<file path="config.mk">
export PLATFORM = sky130hd
export DESIGN_NAME = mem_stage_access_flat
export DESIGN_NICKNAME = d
export VERILOG_FILES = /design/src/rtl/mem_stage_pkg.sv /design/src/rtl/mem_stage_access_if.sv /design/src/rtl/mem_ack_watchdog.sv /design/src/rtl/mem_stage_access.sv /design/src/flat_wrapper.sv
export SDC_FILE = /design/constraint.sdc
export NUM_CORES = 1
export LEC_CHECK = 0
export BUFFER_PORTS_ARGS = -buffer_cell sky130_fd_sc_hd__buf_4
export CAP_MARGIN = 20
export CELL_PAD_IN_SITES_DETAIL_PLACEMENT = 0
export CELL_PAD_IN_SITES_GLOBAL_PLACEMENT = 1
export CORE_MARGIN = 5
export CORE_UTILIZATION = 38
export DETAILED_ROUTE_END_ITERATION = 12
export GPL_TIMING_DRIVEN = 0
export HOLD_SLACK_MARGIN = 0.02
export PLACE_DENSITY_LB_ADDON = 0.15
export SKIP_CTS_REPAIR_TIMING = 1
export SLEW_MARGIN = 40
export SYNTH_ARGS = -nofsm -noshare
export SYNTH_HDL_FRONTEND = slang
export SYNTH_SLANG_ARGS = --single-unit
</file>
<file path="constraint.sdc">
create_clock -name clk_i -period 11.5 [get_ports clk_i]
set_input_delay 2.3 -clock clk_i [delete_from_list [all_inputs] [get_ports clk_i]]
set_output_delay 2.3 -clock clk_i [all_outputs]
set_load 0.01 [all_outputs]
</file>
<file path="src/rtl/mem_stage_pkg.sv">
// mem_stage_pkg: shared definitions for the MEM-stage data-memory access controller.
// Contents: FSM state encoding and the default ack-watchdog timeout.
// Ports: none (package).
package mem_stage_pkg;

  typedef enum logic [1:0] {
    S_IDLE = 2'd0,
    S_REQ  = 2'd1,
    S_DONE = 2'd2
  } state_t;

  // Maximum cycles spent in REQ waiting for an ack; 0 disables the watchdog.
  localparam int TIMEOUT_CYC_DEF = 255;

endpackage

</file>
<file path="src/rtl/mem_stage_access_if.sv">
// mem_stage_access_if: req/ack bus between the MEM-stage controller and a multi-cycle data memory.
// Signals: mem_req_o/mem_we_o/mem_addr_o/mem_wdata_o driven by the controller (master),
//          mem_ack_i/mem_rdata_i driven by the memory (slave). Names follow the controller's view.
interface mem_stage_access_if #(
  parameter int DATA_W = 32
);
  logic              mem_req_o;
  logic              mem_we_o;
  logic [DATA_W-1:0] mem_addr_o;
  logic [DATA_W-1:0] mem_wdata_o;
  logic              mem_ack_i;
  logic [DATA_W-1:0] mem_rdata_i;

  modport master (
    output mem_req_o, mem_we_o, mem_addr_o, mem_wdata_o,
    input  mem_ack_i, mem_rdata_i
  );

  modport slave (
    input  mem_req_o, mem_we_o, mem_addr_o, mem_wdata_o,
    output mem_ack_i, mem_rdata_i
  );
endinterface

</file>
<file path="src/rtl/mem_ack_watchdog.sv">
// mem_ack_watchdog: counts cycles spent waiting for a memory ack and flags expiry.
// Ports: clk_i, rst_i (async, active-high), clear_i (zero the count), enable_i (count this cycle),
//        expired_o (combinational: this enabled cycle is the TIMEOUT_CYC-th one; never set when TIMEOUT_CYC=0).
module mem_ack_watchdog #(
  parameter int TIMEOUT_CYC = 255
) (
  input  logic clk_i,
  input  logic rst_i,
  input  logic clear_i,
  input  logic enable_i,
  output logic expired_o
);

  // The count holds the number of already-completed waiting cycles, so it only
  // needs to reach TIMEOUT_CYC-1.
  localparam int CW = (TIMEOUT_CYC > 1) ? $clog2(TIMEOUT_CYC) : 1;
  localparam logic [CW-1:0] LAST = CW'((TIMEOUT_CYC > 0) ? TIMEOUT_CYC - 1 : 0);

  logic [CW-1:0] cnt_q;

  always_ff @(posedge clk_i or posedge rst_i) begin
    if (rst_i) begin
      cnt_q <= '0;
    end else if (clear_i) begin
      cnt_q <= '0;
    end else if (enable_i) begin
      cnt_q <= cnt_q + CW'(1);
    end
  end

  assign expired_o = (TIMEOUT_CYC != 0) && enable_i && (cnt_q == LAST);

endmodule

</file>
<file path="src/rtl/mem_stage_access.sv">
// mem_stage_access: MEM-stage data-memory access controller; turns MemRead/MemWrite into a
//   req/ack transaction, stalls the pipeline until completion, presents load data to MEMWB.
// Ports: clk_i, rst_i (async, active-high); MemRead_i, MemWrite_i, Addr_i, WriteData_i from EX/MEM;
//   stall_o, MemData_o, err_o (sticky) to the pipeline; mem (master modport) to the data memory.
// Optional: define MEM_MISALIGN_CHECK_EN to reject word-misaligned accesses with err_o.
module mem_stage_access
  import mem_stage_pkg::*;
#(
  parameter int DATA_W      = 32,
  parameter int TIMEOUT_CYC = TIMEOUT_CYC_DEF
) (
  input  logic                 clk_i,
  input  logic                 rst_i,
  input  logic                 MemRead_i,
  input  logic                 MemWrite_i,
  input  logic [DATA_W-1:0]    Addr_i,
  input  logic [DATA_W-1:0]    WriteData_i,
  output logic                 stall_o,
  output logic [DATA_W-1:0]    MemData_o,
  output logic                 err_o,
  mem_stage_access_if.master   mem
);

  state_t            state_q;
  logic              req_q;
  logic              we_q;
  logic [DATA_W-1:0] addr_q;
  logic [DATA_W-1:0] wdata_q;
  logic [DATA_W-1:0] memdata_q;
  logic              err_q;
  logic              access;
  logic              wd_expired;

  assign access = MemRead_i | MemWrite_i;

  // DONE deliberately drops the stall so the instruction leaves MEM exactly once.
  assign stall_o = ((state_q == S_IDLE) && access) || (state_q == S_REQ);

  mem_ack_watchdog #(
    .TIMEOUT_CYC(TIMEOUT_CYC)
  ) u_watchdog (
    .clk_i     (clk_i),
    .rst_i     (rst_i),
    .clear_i   (state_q != S_REQ),
    .enable_i  (state_q == S_REQ),
    .expired_o (wd_expired)
  );

  always_ff @(posedge clk_i or posedge rst_i) begin
    if (rst_i) begin
      state_q   <= S_IDLE;
      req_q     <= 1'b0;
      we_q      <= 1'b0;
      addr_q    <= '0;
      wdata_q   <= '0;
      memdata_q <= '0;
      err_q     <= 1'b0;
    end else begin
      case (state_q)
        S_IDLE: begin
          if (access) begin
`ifdef MEM_MISALIGN_CHECK_EN
            if (Addr_i[1:0] != 2'b00) begin
              err_q   <= 1'b1;
              state_q <= S_DONE;
            end else
`endif
            begin
              // Both strobes high is treated as a store.
              req_q   <= 1'b1;
              we_q    <= MemWrite_i;
              addr_q  <= Addr_i;
              wdata_q <= WriteData_i;
              state_q <= S_REQ;
            end
          end
        end
        S_REQ: begin
          // An ack in the expiry cycle still completes normally.
          if (mem.mem_ack_i) begin
            req_q <= 1'b0;
            if (!we_q) begin
              memdata_q <= mem.mem_rdata_i;
            end
            state_q <= S_DONE;
          end else if (wd_expired) begin
            req_q     <= 1'b0;
            err_q     <= 1'b1;
            memdata_q <= '0;
            state_q   <= S_DONE;
          end
        end
        S_DONE: begin
          state_q <= S_IDLE;
        end
        default: begin
          state_q <= S_IDLE;
        end
      endcase
    end
  end

  assign mem.mem_req_o   = req_q;
  assign mem.mem_we_o    = we_q;
  assign mem.mem_addr_o  = addr_q;
  assign mem.mem_wdata_o = wdata_q;
  assign MemData_o       = memdata_q;
  assign err_o           = err_q;

endmodule

</file>
<file path="src/flat_wrapper.sv">
// flat-port wrapper written by rule: the top's interface ports become plain ports
module mem_stage_access_flat import mem_stage_pkg::*;
#(
  parameter int DATA_W      = 32,
  parameter int TIMEOUT_CYC = TIMEOUT_CYC_DEF
)
  (clk_i, rst_i, MemRead_i, MemWrite_i, Addr_i, WriteData_i, stall_o, MemData_o, err_o, mem_mem_req_o, mem_mem_we_o, mem_mem_addr_o, mem_mem_wdata_o, mem_mem_ack_i, mem_mem_rdata_i);
  mem_stage_access_if #(.DATA_W(DATA_W)) mem_i ();
  input  logic clk_i;
  input  logic rst_i;
  input  logic MemRead_i;
  input  logic MemWrite_i;
  input  logic [DATA_W-1:0] Addr_i;
  input  logic [DATA_W-1:0] WriteData_i;
  output logic stall_o;
  output logic [DATA_W-1:0] MemData_o;
  output logic err_o;
  output wire logic [$bits(mem_i.mem_req_o)-1:0] mem_mem_req_o;
  output wire logic [$bits(mem_i.mem_we_o)-1:0] mem_mem_we_o;
  output wire logic [$bits(mem_i.mem_addr_o)-1:0] mem_mem_addr_o;
  output wire logic [$bits(mem_i.mem_wdata_o)-1:0] mem_mem_wdata_o;
  input wire logic [$bits(mem_i.mem_ack_i)-1:0] mem_mem_ack_i;
  input wire logic [$bits(mem_i.mem_rdata_i)-1:0] mem_mem_rdata_i;
  assign mem_mem_req_o = mem_i.mem_req_o;
  assign mem_mem_we_o = mem_i.mem_we_o;
  assign mem_mem_addr_o = mem_i.mem_addr_o;
  assign mem_mem_wdata_o = mem_i.mem_wdata_o;
  assign mem_i.mem_ack_i = mem_mem_ack_i;
  assign mem_i.mem_rdata_i = mem_mem_rdata_i;
  mem_stage_access #(.DATA_W(DATA_W), .TIMEOUT_CYC(TIMEOUT_CYC)) u_core (.clk_i(clk_i), .rst_i(rst_i), .MemRead_i(MemRead_i), .MemWrite_i(MemWrite_i), .Addr_i(Addr_i), .WriteData_i(WriteData_i), .stall_o(stall_o), .MemData_o(MemData_o), .err_o(err_o), .mem(mem_i));
endmodule
</file>
== Yosys cells after proc, flatten, opt, wreduce, memory -nomap -nowiden ==
Index checks and enable logic that the tools add are counted.
Word-level totals
  flip-flop bits (word level): 109
  bits in latches: 0
  RAM bits: 0
  bits in read-only memories: 0
  input port bits: 101
  output and inout bits: 100
  memories: 0
Operators by class
  add/subtract/negate cells: 1
  multiply operators: 0
  divide/modulo/power cells: 0
  $lt $le $gt $ge: 0
  eq/ne operators: 6
  shifts and indexed selects: 0
  muxes and demuxes: 13
  bitwise operators: 2
  reductions and logical operators: 12
Operators with widths (count)
  two-way mux 32 bit: 3
  two-way mux 8 bit: 2
  AND reduction 3 bit: 3
  adder 8 x 1 -> 8 bit, second input constant: 1
  equality test 8 bit, second input constant: 1
  two-way mux 2 bit: 3
  nonzero test 2 bit: 3
  inequality test 2 x 1 -> 1 bit, second input constant: 2
  one-hot mux 2 bit (2 select lines): 1
  AND reduction 2 bit: 2
  two-way mux 1 bit: 3
  inequality test 3 x 2 -> 1 bit, second input constant: 1
  equality test 2 x 1 -> 1 bit, second input constant: 1
  logical AND 1 bit: 2
  logical NOT 2 bit: 1
  inequality test 2 bit, second input constant: 1
  one-hot mux 1 bit (2 select lines): 1
  logical OR 1 bit: 1
  inverter 1 bit: 1
  OR 1 bit: 1

== Longest topological paths before layout ==
  word-level depth: 5
  depth in mapped cells: 6

== Hierarchy ==
A second synthesis with hierarchy kept.
Second synthesis, totals
  cells, all modules: 270
  area, all modules: 4182.8 µm²
Modules (own cells, without submodules)
  mem_stage_access: times used 1, cells each 228, area an instance 3763.6 µm², seq. area each 2527.4 µm²
  mem_ack_watchdog: times used 1, cells each 42, area an instance 419.2 µm², seq. area each 200.2 µm²

== Least setup slack after synthesis ==
Ideal clock, no wire load.
  path kind: input-to-output
  from: input port MemWrite_i
  to: output port stall_o
  arrival: 2.651 ns
  data required time: 9.200 ns
  setup slack: 6.549 ns
  stages on the path: 2
  path through: o21ai_0 -> nand2_1
Between the ends
  word-level cells in the longest chain between the ends: 3
Ends and longest elaborated chain
  from (decl): line flat_wrapper.sv:12  | input logic MemWrite_i;
  OR 1 bit: line mem_stage_access.sv:34  | assign access = MemRead_i | MemWrite_i;
  logical AND 1 bit: line mem_stage_access.sv:37  | assign stall_o = ((state_q == S_IDLE) && access) || (state_q == S_REQ);
  logical OR 1 bit: line mem_stage_access.sv:37
  to (decl): line flat_wrapper.sv:15  | output logic stall_o;
Every way passes these cells.

== Worst setup path after layout ==
Same ends and word-level chain as after synthesis.

==> reports/summary.md <==
### Run status
• run status: finished clean

### Clocking
• H-tree depth reported by CTS: 3
• clock buffers created by TritonCTS: 9
• Reg clk slew, reported paths: 70 ps
• clock tree from TritonCTS: built
• clock tree root driver cell: sky130_fd_sc_hd__clkbuf_16
• CTS sink cnt: 109
• Worst-Skew Late Latency: 340 ps
• worst-case clock buffer depth: 2

### Placed design
• count of port buffers added during placement: 200
• DP HPWL: 8.59 mm
• global placement routability congestion: 0.699

### Floorplanning
• effective utilization at floorplan: 0.391
• Ports: 201
• Total Die Area: 13500 um2
• y dimension of the die: 116 um
• standard cell core area: 11000 um2
• number of standard-cell rows in the floorplan: 38
• die extent in x: 116 um

### Global route
• number of global-route vias before repair: 3291
• Congestion Overflow GR: 0
• overall track demand over capacity in global routing: 0.164
• number of antenna violations at the first check in global routing: 0
• largest net degree at the start of global routing: 62
• wire length of the first global-routing pass: 17.1 mm

### Worst setup path
• family with the most delay on the worst path: buffers and inverters
• CP required: 9200 ps
• maximum net fanout on the critical path: 3
• kind of end point of the critical path: output port
• maximum single-stage delay on the critical path: 270 ps
• Startpoint Class: input port
• path type of the worst setup path: in2out
• slowest cell on the critical path: sky130_fd_sc_hd__o21ai_0
• CP most frequent cell: sky130_fd_sc_hd__buf_4
• arrival time worst endpoint: 2940 ps
• cell-by-cell trace of the critical path: buf_4 > o21ai_0 > nand2_1 > buf_4
• worst path buffer plus inverter count: 2

### Synth
• number of flops mapped to enable cells by yosys: 0
• dominant register cell in the synthesized netlist: sky130_fd_sc_hd__dfrtp_1
• FFs w/ async S/R, synth: 1.00
• mean cell area of the mapped netlist: 12.9 um2
• synthesized netlist cell count: 334
• share of the yosys chip area belonging to registers: 0.634
• Synth Warn #: 0
• netlist area before placement: 4300 um2
• post-synthesis cell type count: 31
• number of nets in the synthesized netlist: 437
• flop and latch count out of synthesis: 109

### STA
• number of failing hold endpoints at the final stage: 0
• RSZ-0062 raised after global routing: no
• Total Neg Setup Slack: 0 ps
• final critical-path share of the clock period: 0.456
• Final setup violation count: 0
• Max Clk Rate: 0.191 GHz
• Pins Over Slew Limit: 0
• min cycle time layout: 5240 ps
• worst hold slack after final layout: 486 ps
• Worst Skew: 5.40 ps
• normalized max-slew margin: 0.688
• actual slew at the worst max-slew pin: 464 ps

### Routing
• Avg WL per Cell: 16.0 um
• number of nets with antenna violations after routing: 0
• via count: 3197
• number of vias per cell: 4.64
• Detailed Route WL: 11.0 mm
• count of unresolved DRC violations after routing: 0
• number of DRC markers in iteration 0: 104
• DRT Pass-1 Iters: 4

### Power
• areal power density over the cells: 263 nW/um2
• Max rail drop VDD: 112 uV
• leakage power figure: 3.05 nW

### Final layout
• Antenna Diode Count: 0
• nets@finish: 649
• area growth from synthesis to layout: 46.8%
• fraction of final layout cells with drive strength greater than 1: 0.437

### Worst hold path
• type of the tightest min-delay check: reg2reg

### Run
• max-cap violations: 0

==> Yosys cell counts, types with 2 or more instances <==
library cell,count,area share
sky130_fd_sc_hd__dfrtp_1,109,0.63
sky130_fd_sc_hd__nand2_1,69,0.060
sky130_fd_sc_hd__mux2_1,60,0.16
sky130_fd_sc_hd__o21ai_0,31,0.036
sky130_fd_sc_hd__buf_6,9,0.024
sky130_fd_sc_hd__nor2_1,6,0.0052
sky130_fd_sc_hd__buf_2,5,0.0058
sky130_fd_sc_hd__o21ai_1,5,0.0058
sky130_fd_sc_hd__clkbuf_1,4,0.0035
sky130_fd_sc_hd__mux2_2,4,0.010
sky130_fd_sc_hd__nand3_1,4,0.0047
sky130_fd_sc_hd__a21oi_1,3,0.0035
sky130_fd_sc_hd__inv_1,3,0.0026
sky130_fd_sc_hd__ha_1,2,0.0058
sky130_fd_sc_hd__o21a_1,2,0.0035
sky130_fd_sc_hd__or3_1,2,0.0029
sky130_fd_sc_hd__xor2_1,2,0.0041
==> cell families after synthesis <==
logic type                 Yosys count  share of synthesized area
AOI/OAI and AO/OA                   44                     0.0547
buffers and inverters               22                     0.0373
and+or+nand+nor                     90                     0.0940
muxes                               64                      0.168
adders and majority gates            2                    0.00582
xor gates and xnor gates             3                    0.00611
DFF                                109                      0.634
==> state kept, by name (all words and copies together) (netlist names) <==
| register | cells |
|---|---|
| u_core.err_o | 1 |
| u_core.mem.mem_req_o | 1 |
| u_core.mem.mem_wdata_o | 32 |
| u_core.state_q | 2 |
| u_core.u_watchdog.cnt_q | 8 |
| u_core.mem.mem_addr_o | 32 |
| u_core.mem.mem_we_o | 1 |
| u_core.MemData_o | 32 |
==> final timing paths <==
check | slack, ps | startpoint | end | cells after the start
worst max-delay path | 6260 | MemWrite_i | stall_o | 4
worst min-delay path | 490 | u_core.u_watchdog.cnt_q[0] | u_core.u_watchdog.cnt_q[0] | 1
worst max register to register | 9880 | u_core.state_q[0] | u_core.mem.mem_addr_o[31] | 5
worst min register to register | 490 | u_core.u_watchdog.cnt_q[0] | u_core.u_watchdog.cnt_q[0] | 1
max in group asynchronous | 8940 | rst_i | u_core.u_watchdog.cnt_q[5] | 3
min in group asynchronous | 1960 | rst_i | u_core.mem.mem_addr_o[3] | 2
==> metal layers <==
metal / track usage / wire length (um) / part of all wire
met1: 0.205 / 4410 / 0.40
met3: 0.0606 / 1280 / 0.12
met5: 0 / 0 / 0
met4: 0.0541 / 114 / 0.010
met2: 0.263 / 5230 / 0.47
==> where the power goes <==
part | internal, mW | total (mW) | switching (mW) | leakage (nW)
Clock | 0.185 | 0.313 | 0.129 | 0.148
Sequential | 0.561 | 0.650 | 0.0896 | 1.32
Combinational | 0.377 | 0.694 | 0.317 | 1.59
Total | 1.12 | 1.66 | 0.535 | 3.05
==> area by class of cell <==
type                       instances  area [um2]
timing repair buffer             201        1530
fill                             975        4670
multi-input combinational        203        1410
buffer                            19         149
sequential                       109        2730
inverter                           3        18.8
clock inverter                     1        30.0
clock buffer                      13         270
tap                              140         175
==> per-stage QoR <==
step	worst slack, ps	total power [mW]	instances	util	area [um2]
floorplan	6330	0.984	334	-	4300
global placement	4970	1.35	674	0.544	5980
detailed placement	6260	1.37	675	0.547	6010
CTS	6260	1.69	689	0.575	6310
global route	6190	1.77	689	0.575	6310
finish	6260	1.66	689	0.575	6310
==> layout by cell type (no fill, tap or decap), types with 4 or more instances in the layout <==
cell                        instances
sky130_fd_sc_hd__o21ai_1            5
sky130_fd_sc_hd__mux2_1            60
sky130_fd_sc_hd__o21ai_0           31
sky130_fd_sc_hd__clkbuf_1           5
sky130_fd_sc_hd__buf_2              5
sky130_fd_sc_hd__buf_4            201
sky130_fd_sc_hd__dfrtp_1          109
sky130_fd_sc_hd__clkbuf_16          9
sky130_fd_sc_hd__nand2_1           69
sky130_fd_sc_hd__nand3_1            4
sky130_fd_sc_hd__nor2_1             6
sky130_fd_sc_hd__mux2_2             4
sky130_fd_sc_hd__buf_6              9
(Power assumes the default switching activity.)
